[config.mk]
export PLATFORM = sky130hd
export DESIGN_NAME = dbg_uart_framer
export DESIGN_NICKNAME = d
export VERILOG_FILES = /design/src/rtl/dbg_uart_framer.sv
export SDC_FILE = /design/constraint.sdc
export NUM_CORES = 1
export LEC_CHECK = 0
export CAP_MARGIN = 20
export CORE_MARGIN = 1
export CORE_UTILIZATION = 68
export DETAILED_ROUTE_END_ITERATION = 7
export DONT_BUFFER_PORTS = 1
export PLACE_DENSITY_LB_ADDON = 0.1
export SLEW_MARGIN = 20
export SYNTH_ARGS = -nofsm -noshare
export SYNTH_HDL_FRONTEND = slang
export SYNTH_SLANG_ARGS = --single-unit
[constraint.sdc]
create_clock -name clk -period 5.4 [get_ports clk]
set_input_delay 0.81 -clock clk [delete_from_list [all_inputs] [get_ports clk]]
set_output_delay 0.81 -clock clk [all_outputs]
set_load 0.01 [all_outputs]
[src/rtl/dbg_uart_framer.sv]
// dbg_uart_framer: snapshots core debug state on each cpu_clk rising edge and streams it to the UART byte by byte.
// Optional DBG_FRAMER_SYNC_EN adds a leading sync byte and a trailing XOR checksum (16-byte frame instead of 14).
module dbg_uart_framer #(
  parameter int ACK_TIMEOUT = 16
`ifdef DBG_FRAMER_SYNC_EN
  , parameter logic [7:0] SYNC_BYTE = 8'hA5
`endif
) (
  input  logic        clk,
  input  logic        rst_n,
  input  logic        enable,
  input  logic        cpu_clk,
  input  logic [15:0] dbg_pc,
  input  logic [15:0] dbg_sp,
  input  logic [15:0] dbg_AF,
  input  logic [15:0] dbg_BC,
  input  logic [15:0] dbg_DE,
  input  logic [15:0] dbg_HL,
  input  logic [7:0]  dbg_last_opcode,
  input  logic [5:0]  dbg_stage,
  input  logic        dbg_instruction_retired,
  input  logic        dbg_halted,
  output logic [7:0]  tx_byte,
  output logic        transmit,
  input  logic        is_transmitting,
  output logic        busy,
  output logic [7:0]  dropped
);

`ifdef DBG_FRAMER_SYNC_EN
  localparam int NBYTES = 16;
`else
  localparam int NBYTES = 14;
`endif
  localparam logic [3:0] LAST = 4'(NBYTES - 1);
  localparam int TW = $clog2(ACK_TIMEOUT + 1);

  typedef enum logic [2:0] {IDLE, WAIT_FREE, WAIT_ACK, WAIT_DONE, NEXT} state_t;

  state_t          state, state_nxt;
  logic            sync1, sync2, hist, trig, capture, ack_timeout;
  logic [3:0]      idx;
  logic [TW-1:0]   to_cnt;
  logic [7:0]      tx_hold;
  logic [7:0]      payload [14];
  logic [7:0]      snap    [NBYTES];
  logic [7:0]      frame   [NBYTES];

  always_comb begin
    payload[0]  = {dbg_halted, dbg_instruction_retired, dbg_stage};
    payload[1]  = dbg_pc[15:8];
    payload[2]  = dbg_pc[7:0];
    payload[3]  = dbg_sp[15:8];
    payload[4]  = dbg_sp[7:0];
    payload[5]  = dbg_AF[15:8];
    payload[6]  = dbg_AF[7:0];
    payload[7]  = dbg_BC[15:8];
    payload[8]  = dbg_BC[7:0];
    payload[9]  = dbg_DE[15:8];
    payload[10] = dbg_DE[7:0];
    payload[11] = dbg_HL[15:8];
    payload[12] = dbg_HL[7:0];
    payload[13] = dbg_last_opcode;
  end

`ifdef DBG_FRAMER_SYNC_EN
  logic [7:0] csum;
  always_comb begin
    csum = '0;
    for (int i = 0; i < 14; i++) csum = csum ^ payload[i];
    snap[0] = SYNC_BYTE;
    for (int i = 0; i < 14; i++) snap[i+1] = payload[i];
    snap[15] = csum;
  end
`else
  always_comb begin
    for (int i = 0; i < 14; i++) snap[i] = payload[i];
  end
`endif

  // cpu_clk is phase-asynchronous: two flops for metastability, a third for edge detect
  always_ff @(posedge clk or negedge rst_n) begin
    if (!rst_n) begin
      sync1 <= 1'b0;
      sync2 <= 1'b0;
      hist  <= 1'b0;
    end else begin
      sync1 <= cpu_clk;
      sync2 <= sync1;
      hist  <= sync2;
    end
  end

  assign trig        = sync2 & ~hist;
  assign capture     = (state == IDLE) && trig && enable;
  assign ack_timeout = (to_cnt == TW'(ACK_TIMEOUT - 1));

  always_ff @(posedge clk or negedge rst_n) begin
    if (!rst_n) state <= IDLE;
    else        state <= state_nxt;
  end

  always_comb begin
    state_nxt = state;
    case (state)
      IDLE:      if (capture) state_nxt = WAIT_FREE;
      WAIT_FREE: if (!is_transmitting) state_nxt = WAIT_ACK;
      WAIT_ACK:  if (is_transmitting) state_nxt = WAIT_DONE;
                 else if (ack_timeout) state_nxt = NEXT;
      WAIT_DONE: if (!is_transmitting) state_nxt = NEXT;
      NEXT:      state_nxt = (idx == LAST) ? IDLE : WAIT_FREE;
      default:   state_nxt = IDLE;
    endcase
  end

  // Strobe is combinational so the first byte leaves one cycle after trig on an idle UART
  always_comb begin
    transmit = 1'b0;
    busy     = (state != IDLE);
    tx_byte  = tx_hold;
    if (state == WAIT_FREE && !is_transmitting) begin
      transmit = 1'b1;
      tx_byte  = frame[idx];
    end
  end

  always_ff @(posedge clk or negedge rst_n) begin
    if (!rst_n) begin
      idx     <= '0;
      to_cnt  <= '0;
      tx_hold <= '0;
      dropped <= '0;
      for (int i = 0; i < NBYTES; i++) frame[i] <= '0;
    end else begin
      if (capture) begin
        idx <= '0;
        for (int i = 0; i < NBYTES; i++) frame[i] <= snap[i];
      end else if (state == NEXT && idx != LAST) begin
        idx <= idx + 4'd1;
      end
      if (state == WAIT_ACK) to_cnt <= to_cnt + 1'b1;
      else                   to_cnt <= '0;
      if (transmit) tx_hold <= frame[idx];
      if (trig && state != IDLE && dropped != 8'hFF) dropped <= dropped + 8'd1;
    end
  end

endmodule
==> out/summary.md <==
## Run status
• result of the run: finished clean

## Clock network
• buffers from clock root to sink, at most: 2
• number of sinks driven by the clock tree: 143
• clock-pin slew on the worst setup and hold paths: 60 ps
• maximum level of the CTS H-tree: 4
• Post-CTS Setup Repair Bufs: 0
• CTS root buffer: sky130_fd_sc_hd__clkbuf_8
• number of buffers created by CTS: 17
• clock latency at the later pin of the worst-skew pair: 520 ps
• TritonCTS clock tree: done
• number of cells upsized or downsized after cts: 0

## Route
• drt drc: 0
• initial drt markers: 146
• antenna-violating nets left: 0
• Post-Route WL: 12,330 µm
• via count: 3,573
• DR WL/cell: 22.21 µm
• vias per cell: 6.438
• length of the first detailed-routing pass in iterations: 4

## Place
• count of input and output buffers: 0
• RD Place Congestion: 0.7906
• cell area after placement: 6420 µm²
• HPWL Detailed: 8235 µm
• Placement Setup Slack: 2187 ps

## GRT
• global-route wire length before repair: 19,790 µm
• number of global-route vias before repair: 3,758
• initial antenna violation count: 1
• GR Overflow Total: 0
• maximum number of pins on one net before global-route repair: 144
• overall fraction of global-route tracks in use: 27.21%

## STA
• Setup violations, final: 0
• aggregate negative setup slack: 0 ps
• Final period util: 66.73%
• unrepaired setup endpoints after global routing: false
• actual transition at the worst max-transition pin: 988.2 ps
• fin crit period: 3603 ps
• Slew Limit Headroom: 33.84%
• Max Clock Freq: 0.2775 GHz
• Final Max Slew Viols: 0
• final hold vios: 0
• post-layout worst setup margin: 1797 ps
• Worst Clk Skew: 9.119 ps

## Worst setup path
• Worst Path Max Fanout: 22
• largest incremental delay on the critical path: 980 ps
• Startpoint Class: register
• critical path capture point type: output pin
• highest-delay cell along the critical path: sky130_fd_sc_hd__dfrtp_1
• required time worst endpoint: 4590 ps
• Critical Path, Cell by Cell: nand2b_1 -> o221ai_1 -> o211ai_1 -> a31oi_1
• worst setup path category: register to output pin
• data arrival time at the worst-slack endpoint: 2790 ps

## Finish
• fraction of layout cells with a size suffix above 1: 31.76%
• fin util: 76.30%
• net total in the final layout: 553
• Area Overhead vs Synth: 9.339%
• finished layout cell area: 7017 µm²
• Antenna diodes: 0

## Logic synthesis
• library cell with the largest summed area after synthesis: sky130_fd_sc_hd__dfrtp_1
• synthesized area per cell: 14.82 µm²
• Post-Synthesis Cells: 433
• post-synth cell types: 36
• Synth top area share: 55.76%
• Post-Synthesis Cell Area: 6417 µm²
• number of warnings reported in the yosys synthesis log: 0
• total of flip-flops plus latches after synthesis: 143
• Seq/Total Area, Yosys: 55.76%
• synthesized netlist net count: 555
• ranking of synthesized cells by area: sky130_fd_sc_hd__dfrtp_1 56%, sky130_fd_sc_hd__mux2_2 14%, sky130_fd_sc_hd__mux4_2 7.7%

## Floorplan
• width of the die: 99.15 µm
• Initial Utilization: 69.78%
• area of the core: 9196 µm²
• boundary pin count: 135
• number of rows created at floorplan: 35
• Die Ht: 99.15 µm
• Die Footprint: 9830 µm²

## Pwr
• Power per Cell Area: 612.8 nW/µm²
• total leakage power: 2.973 nW
• total power of the final layout: 4.300 mW
• peak supply drop: 0.3346 mV

## Run
• max-cap viol count: 0

## Min path
• path type of the worst min-delay path: input pin to asynchronous set/reset pin

## report_power, final
| group | internal, mW | switching [mW] |
|---|---|---|
| logic | 0.717 | 0.523 |
| registers | 1.57 | 0.374 |
| clock network | 0.672 | 0.445 |
| total | 2.96 | 1.34 |
## cells in the final DEF (no fill, tap or decap), drive strengths merged, types with 6 or more instances in the layout
cell type / count
dfrtp: 143
inv: 12
mux4: 22
nor2: 18
mux2: 114
a21oi: 6
o22ai: 8
nand3: 7
o211ai: 9
nor2b: 9
xor2: 10
mux2i: 18
clkbuf: 20
## sequential cells by signal (all words and copies together) (netlist names)
register / count
sync1: 1
idx: 4
hist: 1
sync2: 1
tx_hold: 8
to_cnt: 5
dropped: 8
frame: 112
state: 3
## synth_stat cells (all sizes together)
cell type  number
a21oi           6
a22oi           1
a31oi           3
and3            2
buf            22
clkbuf          4
dfrtp         143
ha              5
inv             9
mux2          114
mux2i          18
mux4           22
nand2           2
nand2b          1
nand3           7
nand4           5
nor2           18
nor2b           9
nor3            3
nor3b           1
nor4b           1
o211ai          9
o21ai           1
o21bai          1
o221ai          2
o22ai           8
or2             2
or3             1
or3b            1
xnor2           2
xor2           10
## critical path: cells and delay by family, from the launching register on
family | cells | cell delay, ps
and+or+nand+nor | 1 | 420
AOI/OAI and AO/OA | 3 | 870
DFF | 1 | 980
## final timing paths
path / start / slack, ps / end / cells past startpoint
worst max-delay path: idx[2] / 1800 / tx_byte[2] / 4
worst min-delay path: rst_n / 210 / dropped[3] / 1
worst max register to register: state[1] / 2910 / frame[76] / 4
worst min register to register: sync1 / 360 / sync2 / 0
max in group asynchronous: rst_n / 4560 / frame[4] / 1
min in group clk: cpu_clk / 310 / sync1 / 0
## stage by stage
| step | hold slack, ps | cells |
|---|---|---|
| after floorplan | 331.2 | 433 |
| after global placement | 353.8 | 522 |
| after detailed placement | 349.0 | 522 |
| after CTS | 300.2 | 555 |
| after global routing | 296.2 | 555 |
| final | 207.6 | 555 |
## what timing repair did
item                                   4_1_cts  5_1_grt
endpoints found under the hold margin      143        0
hold buffers                                 1        0
setup endpoints to repair                    0        0
## kinds of logic (layout without fill, tap and decap cells)
family / Yosys count / count (layout) / synth area share (%)
flops: 143 / 143 / 55.76
fa+ha+maj: 5 / 5 / 0.9748
simple gates: 53 / 53 / 4.640
xor+xnor: 12 / 12 / 1.638
buf+inv: 35 / 46 / 3.275
mux: 154 / 154 / 30.53
compound gates: 31 / 31 / 3.178
## layer usage
layer | up-vias | share of wire, % | GRT usage, %
met2 | 113 | 51 | 43.63
met4 | 0 | 2.4 | 13.46
met3 | 20 | 5.5 | 6.606
li1 | 1583 | - | -
met1 | 1857 | 42 | 35.36
met5 | - | 0 | 0
## area by class of cell
class | count | area (µm²)
Multi-Input combinational cell | 255 | 2638
Timing Repair Buffer | 5 | 57.56
Inverter | 9 | 33.78
Fill cell | 562 | 2180
Sequential cell | 143 | 3580
Clock buffer | 20 | 435.4
Clock inverter | 12 | 133.9
Tap cell | 111 | 138.9
No activity file was read; power rests on OpenSTA's default activity.
